**src/rtl/parity_frame_ctrl_pkg.sv**
```systemverilog
// Shared definitions for the parity-checked frame controller.
// Holds the FSM state encoding and the error counter width.
package parity_frame_ctrl_pkg;

  typedef enum logic [1:0] {
    RECV    = 2'd0,
    CHECK   = 2'd1,
    DELIVER = 2'd2,
    RETRY   = 2'd3
  } state_t;

  localparam int ERR_CNT_W = 8;
  localparam logic [ERR_CNT_W-1:0] ERR_CNT_MAX = '1;

endpackage

```
**src/rtl/parity_frame_ctrl_parity_chk.sv**
```systemverilog
// Combinational odd-parity check for one received byte.
// A byte is good when the XOR of all its bits is 1.
module parity_chk #(
  parameter int DATA_WIDTH = 8
) (
  input  logic [DATA_WIDTH-1:0] data,
  output logic                  good
);

  assign good = ^data;

endmodule

```
**src/rtl/parity_frame_ctrl.sv**
```systemverilog
// Collects fixed-length frames of odd-parity bytes, delivers clean frames downstream,
// and requests retransmission (or drops the frame) when any byte fails parity.
module parity_frame_ctrl
  import parity_frame_ctrl_pkg::*;
#(
  parameter int DATA_WIDTH = 8,
  parameter int FRAME_LEN  = 4,
  parameter int MAX_RETRY  = 3
) (
  input  logic                  clk,
  input  logic                  arst,
  input  logic                  in_valid,
  input  logic [DATA_WIDTH-1:0] in_byte,
  output logic                  in_ready,
  output logic                  out_valid,
  output logic [DATA_WIDTH-1:0] out_byte,
  output logic                  out_last,
  input  logic                  out_ready,
  output logic                  retry_req,
  output logic                  frame_drop,
  output logic [ERR_CNT_W-1:0]  err_cnt
);

  localparam int IDX_W   = $clog2(FRAME_LEN);
  localparam int RETRY_W = $clog2(MAX_RETRY + 1);
  localparam logic [IDX_W-1:0]   LAST_IDX    = IDX_W'(FRAME_LEN - 1);
  localparam logic [RETRY_W-1:0] RETRY_LIMIT = RETRY_W'(MAX_RETRY);

  state_t                 state, state_next;
  logic [IDX_W-1:0]       wr_idx, rd_idx;
  logic [RETRY_W-1:0]     retry_cnt;
  logic                   frame_err;
  logic [DATA_WIDTH-1:0]  frame_buf [FRAME_LEN];
  logic                   byte_good, accept, deliver_hs;
  logic                   retry_next, drop_next;

  parity_chk #(.DATA_WIDTH(DATA_WIDTH)) u_parity (
    .data (in_byte),
    .good (byte_good)
  );

  assign in_ready   = (state == RECV);
  assign accept     = in_valid & in_ready;
  assign out_valid  = (state == DELIVER);
  assign out_last   = out_valid && (rd_idx == LAST_IDX);
  assign out_byte   = out_valid ? frame_buf[rd_idx] : '0;
  assign deliver_hs = out_valid & out_ready;

  always_comb begin
    state_next = state;
    retry_next = 1'b0;
    drop_next  = 1'b0;
    case (state)
      RECV:    if (accept && wr_idx == LAST_IDX) state_next = CHECK;
      CHECK: begin
        if (!frame_err) begin
          state_next = DELIVER;
        end else if (retry_cnt < RETRY_LIMIT) begin
          state_next = RETRY;
          retry_next = 1'b1;
        end else begin
          state_next = RECV;
          drop_next  = 1'b1;
        end
      end
      DELIVER: if (deliver_hs && out_last) state_next = RECV;
      RETRY:   state_next = RECV;
      default: state_next = RECV;
    endcase
  end

  always_ff @(posedge clk or posedge arst) begin
    if (arst) begin
      state      <= RECV;
      wr_idx     <= '0;
      rd_idx     <= '0;
      retry_cnt  <= '0;
      frame_err  <= 1'b0;
      err_cnt    <= '0;
      retry_req  <= 1'b0;
      frame_drop <= 1'b0;
    end else begin
      state      <= state_next;
      retry_req  <= retry_next;
      frame_drop <= drop_next;

      if (state == CHECK)  wr_idx <= '0;
      else if (accept)     wr_idx <= wr_idx + IDX_W'(1);

      if (state == CHECK)                frame_err <= 1'b0;
      else if (accept && !byte_good)     frame_err <= 1'b1;

      if (state == CHECK) begin
        if (frame_err && retry_cnt < RETRY_LIMIT) retry_cnt <= retry_cnt + RETRY_W'(1);
        else                                      retry_cnt <= '0;
      end

      if (deliver_hs) rd_idx <= out_last ? '0 : rd_idx + IDX_W'(1);

      if (accept && !byte_good && err_cnt != ERR_CNT_MAX) err_cnt <= err_cnt + ERR_CNT_W'(1);
    end
  end

  // Buffer holds data only; contents are left alone on reset since indices restart at 0.
  for (genvar gi = 0; gi < FRAME_LEN; gi++) begin : g_buf
    always_ff @(posedge clk) begin
      if (accept && wr_idx == IDX_W'(gi)) frame_buf[gi] <= in_byte;
    end
  end

endmodule

```
**config.mk**
```make
export PLATFORM = sky130hd
export DESIGN_NAME = parity_frame_ctrl
export DESIGN_NICKNAME = d
export VERILOG_FILES = /design/src/rtl/parity_frame_ctrl_pkg.sv /design/src/rtl/parity_frame_ctrl_parity_chk.sv /design/src/rtl/parity_frame_ctrl.sv
export SDC_FILE = /design/constraint.sdc
export NUM_CORES = 1
export LEC_CHECK = 0
export ABC_AREA = 1
export ABC_CLOCK_PERIOD_IN_PS = 1700
export BUFFER_PORTS_ARGS = -buffer_cell sky130_fd_sc_hd__buf_2
export CAP_MARGIN = 20
export CORE_ASPECT_RATIO = 1.2
export CORE_MARGIN = 2
export CORE_UTILIZATION = 45
export CTS_CLUSTER_SIZE = 8
export DETAILED_ROUTE_END_ITERATION = 8
export PLACE_DENSITY = 0.65
export SYNTH_ARGS = -nofsm -noshare
export SYNTH_HDL_FRONTEND = slang
export SYNTH_HIERARCHICAL = 1
export SYNTH_SLANG_ARGS = --single-unit
```
**constraint.sdc**
```tcl
create_clock -name clk -period 1.7 [get_ports clk]
set_input_delay 0.085 -clock clk [delete_from_list [all_inputs] [get_ports clk]]
set_output_delay 0.085 -clock clk [all_outputs]
set_load 0.01 [all_outputs]
```
==> flow_metrics.tcl <==
set metrics [dict create \
    timing.fmax_mhz 653 \
    place_congestion 0.773 \
    h-tree-depth 2 \
    layout_setup_ws_ns 0.168 \
    ys_types 23 \
    start_util 0.467 \
    fin_crit_ns 1.53 \
    netlist_area_mm2 0.00247 \
    hold_viol_final 0 \
    drtIter0Drc 137 \
    finalClockSkew_ns 0.00706 \
    worstPathRequired_ns 1.62 \
    crit_chain "buf_6, nor2_1, nor2_1, o21ai_0, a21oi_1, buf_2" \
    grt_usage 0.165 \
    met3_usage 0.0273 \
    io_buffer_count 32 \
    grt_use_met2 0.298 \
    fin_util 0.537 \
    synthesis.nets 294 \
    die_x_um 71.7 \
    fp.dieH_um 85.2 \
    critPathKind "register to primary output" \
    ys_warn_count 6 \
    drt_drc_violations_left 0 \
    ys_seq_elements 51 \
    cts_tree "built" \
    status "complete, no violations" \
    peakVddDrop_v 0.000629 \
    p_leak_nw 1.35 \
    syn_avg_cell_area_um2 9.00 \
    setup_violations 0 \
    routedWlPerCell_um 12.2 \
    relSlewSlack 0.514 \
    grt_pass1_vias 1718 \
    diodes 0 \
    tns_ns 0 \
    grt_antenna_before_repair 0 \
    holdWs_ns 0.0403 \
    clock-sinks 51 \
    critPathTopFamily "flip-flops" \
    tightest_slew_ns 0.729 \
    dr.pass1.iters 4 \
    clk_pin_slew_ns 0.09 \
    ioPinCount 33 \
    drv_cap 0 \
    grt_pass1_wl_mm 7.80 \
    pre_cts_ws_ns 0.353 \
    fillers 495 \
    die-area_mm2 0.00611 \
    layout.cells.non_filler 382 \
    top_usage_layer "met2" \
    drive_gt1_frac 0.197 \
    cts_root_buf "clkbuf_8" \
    hold_path.class "input pin to register" \
    critPathLaunchType "register" \
    fin_nets 338 \
    slowest_stage "dfrtp_2" \
    crit_path_frequent_cell "nor2_1" \
    syn_inst 275 \
    vias 1838 \
    cp_num_buf_inv 2 \
    ys_seq_area_frac 0.580 \
    use_met1 0.191 \
    grt-ovfl-total 0 \
    wirelength_mm 4.65 \
    syn_to_final_growth_pct 14.9 \
    dp_hpwl_mm 3.37 \
    rsz0062_at_grt "false" \
    crit_path_end_kind "primary output" \
    vias_per_cell 4.81 \
    synth_top_area_frac 0.388 \
    core_region_area_mm2 0.00530 \
    clk-insertion-delay-late_ns 0.30 \
    worstPathMaxFanout 17 \
    yosys.area.top_type "edfxtp_1" \
    ys_top_cells_by_area "edfxtp_1, dfrtp_1, nand2_1" \
    place_inst 370 \
    fin_crit_sh 0.901 \
    crit_arrival_ns 1.45 \
    grt_max_degree 20 \
    critPathMaxStageDelay_ns 0.41 \
    rows 29 \
    cts_buffers 5 \
    postRouteAntennaNets 0 \
    finalMaxSlewViolations 0 \
    power.density_mw_per_mm2 1430 \
    cts_buffer_depth 2 \
]
==> cell usage in the layout, fill, tap and decap left out <==
master         Yosys  layout
buf_6              3       1
nand3_1            3       3
nand2_2            2       2
xor2_1             2       2
nand2_1           83      83
clkinv_2           1       2
o21ai_0           20      20
buf_4              0       6
a21oi_1           11      11
nand2_4            1       1
o21ai_1            3       3
clkinvlp_4         0       4
xnor2_1            1       1
edfxtp_1          32      32
inv_1             28      27
inv_2              3       3
nand4_1            1       1
dfrtp_1           19      17
ha_1               7       7
dlygate4sd3_1      0       1
nor2_4             3       3
nand3_2            1       1
nand3b_1           1       1
nor2_1            48      48
dfrtp_2            0       2
clkbuf_8           0       5
inv_4              1       1
buf_2              1      32
==> stage by stage <==
step | cell area [um^2] | power [mW]
floorplan | 2470 | 2.91
global placement | 2710 | 3.32
detailed placement | 2710 | 3.36
CTS | 2810 | 4.04
global route | 2840 | 4.41
finish | 2840 | 4.07
==> synthesized netlist by cell type <==
cell,instances
xor2_1,2
xnor2_1,1
nor2_1,48
nor2_4,3
buf_6,3
buf_2,1
nand4_1,1
o21ai_0,20
o21ai_1,3
clkinv_2,1
a21oi_1,11
nand2_2,2
inv_1,28
inv_4,1
nand2_4,1
ha_1,7
nand3_2,1
nand3b_1,1
dfrtp_1,19
nand3_1,3
inv_2,3
nand2_1,83
edfxtp_1,32
==> layout make-up <==
class	instances	area, um^2	area share
clock buffer	5	68.8	0.0242
clock inverter	3	20.0	0.00704
inverter	33	131	0.0462
multi-input combinational	187	872	0.307
sequential	51	1440	0.506
tap	62	77.6	0.0273
timing repair buffer	40	226	0.0797
timing repair inverter	1	7.51	0.00264
==> per-layer routing <==
layer,routed length [um],part of all wire
met3,170,0.037
met1,1960,0.42
met2,2440,0.52
met5,0,0
met4,77,0.017
==> where the power goes <==
part           switching, mW  internal, mW  total [mW]  leakage [nW]
logic                  0.988         0.588        1.58         0.777
registers              0.206          1.61        1.82         0.533
clock network          0.394         0.287       0.680        0.0402
==> sequential cells by signal (all words and copies together) (netlist names), 2 cells and up <==
signal     count
wr_idx         2
state          2
rd_idx         2
retry_cnt      2
err_cnt        8
frame_buf     32
==> cells by family after synthesis <==
logic type,Yosys count,synth area share
and+or+nand+nor,143,0.238
DFF,51,0.580
buffers and inverters,37,0.0672
AOI/OAI and AO/OA,34,0.0688
adders and majority gates,7,0.0354
xor gates and xnor gates,3,0.0106
==> path summary, 6_finish.rpt <==
path	slack, ns	end	start	cells after the start
worst max-delay path	0.17	out_byte[5]	rd_idx[0]	6
worst min-delay path	0.04	frame_buf[3][3]	in_byte[3]	1
worst max register to register	0.36	frame_buf[3][7]	state[0]	4
worst min register to register	0.49	retry_cnt[1]	retry_cnt[1]	2
max in group asynchronous	0.76	rd_idx[1]	arst	3
min in group asynchronous	0.45	wr_idx[0]	arst	3
==> timing repair <==
item                       4_1_cts  5_1_grt
hold endpoints to repair        19        0
gates resized for setup          0        5
buffers inserted                 0        2
setup endpoints to repair        0        8
hold buffers                     1        0
Power figures use the tool's default switching activity.
